==> src/rtl/ifid_pipe_reg.sv <==
// Elastic IF/ID pipeline register: STAGES valid-tagged slots, ripple-ready handshake, flush, MIPS field decode.
// Optional performance counters (stall_cnt, flush_cnt) are compiled in with `define IFID_PERF_EN.
module ifid_pipe_reg #(
    parameter int                INST_W   = 32,
    parameter int                PC_W     = 32,
    parameter int                STAGES   = 2,
    parameter logic [INST_W-1:0] NOP_INST = '0
) (
    input  logic              clk,
    input  logic              rst,
    input  logic              in_valid,
    output logic              in_ready,
    input  logic [INST_W-1:0] in_inst,
    input  logic [PC_W-1:0]   in_npc,
    input  logic              flush,
    output logic              out_valid,
    input  logic              out_ready,
    output logic [INST_W-1:0] out_inst,
    output logic [PC_W-1:0]   out_npc,
    output logic [5:0]        out_op,
    output logic [4:0]        out_rs,
    output logic [4:0]        out_rt,
    output logic [4:0]        out_rd,
    output logic [4:0]        out_shamt,
    output logic [5:0]        out_funct,
    output logic [15:0]       out_imm16,
    output logic [25:0]       out_addr26
`ifdef IFID_PERF_EN
    ,
    output logic [15:0]       stall_cnt,
    output logic [15:0]       flush_cnt
`endif
);

    localparam int LAST = STAGES - 1;

    logic [STAGES-1:0] r_valid;
    logic [INST_W-1:0] r_inst [STAGES];
    logic [PC_W-1:0]   r_npc  [STAGES];

    logic [STAGES:0]   w_room;
    logic [STAGES-1:0] w_adv;
    logic [STAGES-1:0] w_mv;
    logic              w_accept;
    logic [INST_W-1:0] w_src_inst [STAGES];
    logic [PC_W-1:0]   w_src_npc  [STAGES];

    // Ready ripples from the output side: w_room[k] means slot k can take a new entry this cycle.
    always_comb begin
        w_room = '0;
        w_adv  = '0;
        w_room[STAGES] = out_ready;
        for (int k = STAGES - 1; k >= 0; k--) begin
            w_adv[k]  = r_valid[k] && w_room[k+1];
            w_room[k] = !r_valid[k] || w_adv[k];
        end
    end

    assign in_ready = !flush && w_room[0];
    assign w_accept = in_valid && in_ready;

    generate
        for (genvar gi = 0; gi < STAGES; gi++) begin : g_slot_src
            if (gi == 0) begin : g_first
                assign w_mv[gi]       = w_accept;
                assign w_src_inst[gi] = in_inst;
                assign w_src_npc[gi]  = in_npc;
            end else begin : g_chain
                assign w_mv[gi]       = w_adv[gi-1];
                assign w_src_inst[gi] = r_inst[gi-1];
                assign w_src_npc[gi]  = r_npc[gi-1];
            end
        end
    endgenerate

    // Data registers only change when a real entry moves in; bubbles just clear the valid bit.
    always_ff @(posedge clk or posedge rst) begin
        if (rst) begin
            r_valid <= '0;
            for (int k = 0; k < STAGES; k++) begin
                r_inst[k] <= NOP_INST;
                r_npc[k]  <= '0;
            end
        end else if (flush) begin
            r_valid <= '0;
            for (int k = 0; k < STAGES; k++) begin
                r_inst[k] <= NOP_INST;
                r_npc[k]  <= '0;
            end
        end else begin
            for (int k = 0; k < STAGES; k++) begin
                if (w_room[k]) begin
                    r_valid[k] <= w_mv[k];
                    if (w_mv[k]) begin
                        r_inst[k] <= w_src_inst[k];
                        r_npc[k]  <= w_src_npc[k];
                    end
                end
            end
        end
    end

    assign out_valid = r_valid[LAST];
    assign out_inst  = out_valid ? r_inst[LAST] : NOP_INST;
    assign out_npc   = out_valid ? r_npc[LAST]  : '0;

    assign out_op     = out_inst[31:26];
    assign out_rs     = out_inst[25:21];
    assign out_rt     = out_inst[20:16];
    assign out_rd     = out_inst[15:11];
    assign out_shamt  = out_inst[10:6];
    assign out_funct  = out_inst[5:0];
    assign out_imm16  = out_inst[15:0];
    assign out_addr26 = out_inst[25:0];

`ifdef IFID_PERF_EN
    logic [15:0] r_stall_cnt;
    logic [15:0] r_flush_cnt;

    always_ff @(posedge clk or posedge rst) begin
        if (rst) begin
            r_stall_cnt <= '0;
            r_flush_cnt <= '0;
        end else begin
            if (out_valid && !out_ready && (r_stall_cnt != 16'hFFFF)) begin
                r_stall_cnt <= r_stall_cnt + 16'd1;
            end
            if (flush && (r_flush_cnt != 16'hFFFF)) begin
                r_flush_cnt <= r_flush_cnt + 16'd1;
            end
        end
    end

    assign stall_cnt = r_stall_cnt;
    assign flush_cnt = r_flush_cnt;
`endif

endmodule

==> config.mk <==
export PLATFORM = sky130hd
export DESIGN_NAME = ifid_pipe_reg
export DESIGN_NICKNAME = d
export VERILOG_FILES = /design/src/rtl/ifid_pipe_reg.sv
export SDC_FILE = /design/constraint.sdc
export NUM_CORES = 1
export LEC_CHECK = 0
export CORE_MARGIN = 10
export CORE_UTILIZATION = 40
export DETAILED_ROUTE_END_ITERATION = 8
export PLACE_DENSITY_LB_ADDON = 0.3
export REMOVE_ABC_BUFFERS = 1
export SYNTH_ARGS = -nofsm -noshare
export SYNTH_HDL_FRONTEND = slang
export SYNTH_SLANG_ARGS = --single-unit
==> constraint.sdc <==
create_clock -name clk -period 5.8 [get_ports clk]
set_input_delay 0.87 -clock clk [delete_from_list [all_inputs] [get_ports clk]]
set_output_delay 0.87 -clock clk [all_outputs]
set_load 0.01 [all_outputs]
# == After elaboration in Yosys (flattened, before gate mapping) ==
# Cells that the tools add are included.
# totals
ff_bits,130
input_bits,69
out_inout_bits,140
elab_cells,36
# classes
mux,15
reduce_logical,15
# op_table
operator,n
32-bit two-way mux,10
64-bit two-way mux,2
2-bit nonzero test,4
1-bit logical AND,4
2-bit AND reduction,2
1-bit logical NOT,3
1-bit logical OR,2
1-bit two-way mux,2
2-bit two-way mux,1

# == Logic depth before layout (Yosys ltp) ==
# Gate-level depths: netlist (run 1).
# logic_depth
ltp_word,9
ltp_mapped,5
mapped_depth_nobuf,3

# == Worst setup path before layout (run 1) ==
# No wires, ideal clock.
# synth_timing
path_type,register -> output
startpoint,reg r_valid[1]
endpoint,out out_funct[4]
arrival_time_ns,1.277
t_required_ns,4.930
path_slack_ns,3.653
path_stages_with_launch,5
n_path_buf,3
path_cell_list,dfrtp_1 > clkbuf_1 > clkbuf_1 > and2_1 > buf_4
# synth_between
elab_chain_cells,1
# synth_rtl
item,line_no,text
"start, declared",37,logic [STAGES-1:0] r_valid;
"start signal, assigned by index",93,r_valid[k] <= w_mv[k];
32-bit two-way mux,104,assign out_inst = out_valid ? r_inst[LAST] : NOP_INST;
"end, declared",25,"output logic [5:0] out_funct,"
# No other way between the ends.

# == Worst setup path after layout (run 1) ==
# layout_timing
startpoint,reg r_valid[1]
endpoint,out out_addr26[13]
# layout_between
elab_chain_cells,1
# layout_rtl
item,line_no,text
32-bit two-way mux,104,
"end, declared",27,output logic [25:0] out_addr26
# No other way between the ends.

==> metrics, run 1 <==
run status=finished clean; worst hold start=r_inst[52]; Worst setup SP type=flop; Worst R2R End=r_inst[14]; Worst EP arrival=2370 ps; Avg WL per Cell=19.6 um; Buf+Inv Stages, Crit Path=1; Post-Layout Cell Count=760; CTS Root Cell=clkbuf_16; most numerous cell in the Yosys netlist=dfrtp_1; CP required=4930 ps; post-synthesis cell area=0.00559 mm2; DRT Pass-1 Iters=4; crit path cell chain=and2_1 > clkdlybuf4s50_1; routed vias/inst=5.10; peak supply drop=0.149 mV; Die ar.=0.0191 mm2; post-synth cell types=14; Synth Instances=444; vias in the first global route=4442; CTS tree=built; GRT Total Usage=0.153; Final Core Density=0.571; Fmax=309 MHz; post_cts resized=0; # hold bufs at CTS=0; largest cells by area after synthesis=dfrtp_1, a22o_1, buf_4, and2_1, buf_2; Final Hold Vio Count=0; Critical R2R Launch=r_valid[1]; Post-Route WL=14900 um; total CTS buffers=17; dpl cell area=0.00723 mm2; setup TNS=0 ps; Post-synth ARST share=1.00; gpl congestion=between 0.7 and 0.8; first-pass GRT wire length=roughly 24000 um; Fillers=1146; Cell Pwr Density=approximately 290 mW/mm2; Placed Cells=729; initial antenna violation count=0; Slew Viols, Final=0; Setup violations, final=0; final instance area=0.00786 mm2; sequential share of the synthesized area=0.582; Slew @ Worst Pin=approximately 1000 ps; Placement Rows=43; hold crit path type=reg2reg; crit path capture type=primary output; post-DP HPWL=9500 um; # Post-CTS Setup Buffers=0; Worst-path clk slew=60 ps; core footprint=roughly 0.014 mm2; share of cells above drive strength 1=0.0690; Initial Utilization=0.406; DR vias=3877; Tmin final=between 3000 and 4000 ps; Chip Width=about 140 um; leakage power=3.51 nW; commonest cells in the netlist=dfrtp_1, a22o_1, buf_4; Clock Latency Late Sink=410 ps; Setup WS pre-CTS=2660 ps; largest net degree at the start of global routing=70; Initial DRC Count=236; total power=2.26 mW; Syn Area/Cell=12.6 um2; period utilization=0.558; Reg2Reg Setup Slack=between 3000 and 4000 ps; Area Growth Syn to Fin=40.7%; area of the multi-input gates=0.00163 mm2; cell accounting for the most synthesized area=dfrtp_1; Ys Warns=0; ant diodes=0; CP Launch Point=r_valid[1]; CP max FO=roughly 70; Chip Height=138 um; RSZ-0062 raised after global routing=no; EDFF count, synth=0; worst-case reg-to-reg path depth=4; io pins=209; hold depth=1; post-route ant nets=0; CP max-delay cell=dfrtp_2; grt ovf=0; dominant synthesized flop cell=dfrtp_1; # port buffers=208; critical path class=reg2out; Residual DRC=0; Setup WS post-layout=2560 ps; WHS=between 400 and 500 ps; max cap viols=0; Clock Skew=15.2 ps; CTS Buffer Depth=2; Worst path top cell family by delay=flip-flops; Layout Nets=637; Hold EP=r_inst[20]; FF+latch count, synth=130; max incr delay on CP=around 1000 ps; Reg area=~0.0033 mm2; Synth top area share=0.582; Slew HR=0.324; H-tree Lvls=4; clock sinks=130
sequential cells by signal, indices dropped and copies added (netlist names):
name	flops
r_npc	64
r_inst	64
r_valid	2
placed cells by master (no fill, tap or decap):
master	netlist	final
nor2b_1	1	1
and2_1	64	64
nor3b_2	0	2
dfrtp_1	130	129
buf_4	80	5
clkdlybuf4s50_1	0	208
nand2b_1	1	1
clkbuf_1	8	2
clkinv_2	0	2
dfrtp_2	0	1
a21oi_4	0	2
inv_6	0	1
nand3b_1	1	1
clkbuf_8	0	3
nor2_1	5	5
clkinv_4	0	1
clkinvlp_4	0	2
clkbuf_16	0	17
a22o_1	128	128
and3b_1	1	1
bufinv_16	0	4
metal layers:
metal	part of all wire	GRT usage	vias up
li1	-	-	1755
met1	0.43	0.177	1949
met2	0.48	0.250	159
met3	0.080	0.0658	14
met4	0.010	0.0477	0
met5	0	0	-
how the worst max path moves through the flow:
stage | endpoint | depth (start not counted)
floorplan | r_inst[32] | 3
finish | out_addr26[13] | 2
CTS | out_addr26[13] | 2
detailed placement | in_ready | 4
global route | out_addr26[13] | 2
global placement | in_ready | 4
power breakdown:
group | internal [mW] | switching, mW | total [mW]
Sequential | 0.945 | 0.0270 | 0.972
Combinational | 0.0822 | 0.0770 | 0.159
Clock | 0.751 | 0.379 | 1.13
Total | 1.78 | 0.483 | 2.26
area by class of cell:
cell class / instances / area share
Sequential cell: 130 / 0.414
Timing Repair Buffer: 213 / 0.270
Inverter: 1 / 0.00111
Multi-Input combinational cell: 205 / 0.207
Clock buffer: 22 / 0.0603
Clock inverter: 9 / 0.0196
Tap cell: 180 / 0.0286
logic make-up (layout without fill, tap and decap cells):
family	count (synthesis)	in the layout	share of synthesized area
simple gates	75	75	0.0828
buf+inv	109	245	0.131
compound gates	130	130	0.204
flops	130	130	0.582
Power figures use the tool's default switching activity.
==> run 2, diff against run 1 <==
==> constraint.sdc (replaced) <==
create_clock -name clk -period 3.1 [get_ports clk]
set_input_delay 0.465 -clock clk [delete_from_list [all_inputs] [get_ports clk]]
set_output_delay 0.465 -clock clk [all_outputs]
set_load 0.01 [all_outputs]
==> metrics, run 2 (synthesis results as in run 1) <==
P_sw=854 uW; Placement Rows=43; Residual DRC=0; CTS Buffer Depth=2; clock power share=0.468; Top Registers=r_inst x64, r_npc x64, r_valid x2; Fmax=between 300 and 400 MHz; clock sinks=130; grt ovf=0; Clock Skew=~5.4 ps; crit path capture type=primary output; initial antenna violation count=0; Cell Pwr Density=508 mW/mm2; Slew Viols, Final=0; cell-internal power=3.13 mW; hold crit path type=in2async; DR vias=3854; max incr delay on CP=1020 ps; post-DP HPWL=~9300 um; Comb power frac=0.076; Placed Cells=730; Chip Width=138 um; # hold bufs at CTS=0; Avg WL per Cell=18.8 um; io pins=roughly 210; Die ar.=0.0191 mm2; H-tree Lvls=4; period utilization=0.908; Slew @ Worst Pin=1000 ps; run status=finished clean; peak supply drop=between 0.2 and 0.3 mV; leakage power=roughly 3.5 nW; Worst-path clk slew=50 ps; Worst path top cell family by delay=flip-flops; Slew HR=0.331; GRT Total Usage=0.152; Worst setup SP type=flop; setup TNS=0 ps; Reg area=0.00325 mm2; Initial Utilization=0.406; total CTS buffers=17; Setup WS post-layout=286 ps; # port buffers=208; RSZ-0062 raised after global routing=no; Final Core Density=0.569; post_cts resized=0; vias in the first global route=roughly 4300; commonest non-fill, non-tap cell in the layout=clkdlybuf4s50_1; gpl congestion=~0.76; Post-Layout Cell Count=761; # Post-CTS Setup Buffers=0; post-route ant nets=0; critical path class=reg2out; CTS Root Cell=clkbuf_16; ant diodes=0; WHS=469 ps; Clock Latency Late Sink=~400 ps; Setup violations, final=0; Post-Route WL=14300 um; Tmin final=2810 ps; CTS tree=built; share of cells above drive strength 1=0.0654; core footprint=0.0138 mm2; Worst EP arrival=2350 ps; sw frac=0.214; routed vias/inst=5.06; first-pass GRT wire length=23800 um; Critical R2R Launch=r_valid[1]; max cap viols=0; Initial DRC Count=slightly above 200; Fillers=1171; Final Hold Vio Count=0; largest net degree at the start of global routing=70; part of the power in registers=0.456; CP max-delay cell=dfrtp_2; Reg2Reg Setup Slack=680 ps; crit path cell chain=and2_1 > clkdlybuf4s50_1; Buf+Inv Stages, Crit Path=1; area of the multi-input gates=0.00163 mm2; Setup WS pre-CTS=between 600 and 700 ps; Worst R2R End=r_inst[5]; Layout Nets=638; Chip Height=138 um; CP max FO=69; DRT Pass-1 Iters=4; commonest cells after routing, fill and taps aside=clkdlybuf4s50_1, dfrtp_1, a22o_1, and2_1, clkbuf_16; Area Growth Syn to Fin=40.3%; CP required=~2600 ps; worst-case reg-to-reg path depth=4
==> run 2: area by class of cell <==
class	count	area share
flip-flops and latches	130	0.415
repair buffers	214	0.276
clock buffers	27	0.0654
well taps	180	0.0287
inverters	1	0.00112
clock inverters	4	0.00606
multi-input cells	205	0.207
==> run 2: worst max-delay path by stage <==
stage	from	end	slack, ps	depth (start not counted)
after detailed placement	r_valid[1]	r_npc[6]	640	4
after CTS	r_valid[1]	out_addr26[9]	220	2
after global placement	r_valid[1]	r_inst[26]	720	4
after floorplan	r_valid[1]	r_inst[32]	-1980	3
after global routing	r_valid[1]	out_inst[13]	90	2
final	r_valid[1]	out_imm16[2]	290	2
==> run 2: power by group through the flow <==
stage	combinational (mW)	sequential, mW	clock, mW
2_1_floorplan	0.142	1.83	0
3_3_place_gp	0.305	1.84	0
3_5_place_dp	0.310	1.85	0
4_1_cts	0.311	1.82	1.92
5_1_grt	0.334	1.83	1.99
6_report	0.303	1.82	1.86
==> run 2: layer usage <==
layer | global-route usage | wire length (um)
met5 | 0 | 0
met1 | 0.178 | 6040
met2 | 0.245 | 6960
met3 | 0.0671 | 1220
met4 | 0.0477 | 111
==> run 2: per-stage QoR <==
stage	cell area, um2	total power [mW]
after floorplan	4860	1.97
after global placement	7280	2.15
after detailed placement	7280	2.16
after CTS	7840	4.04
after global routing	7840	4.15
final	7840	3.99
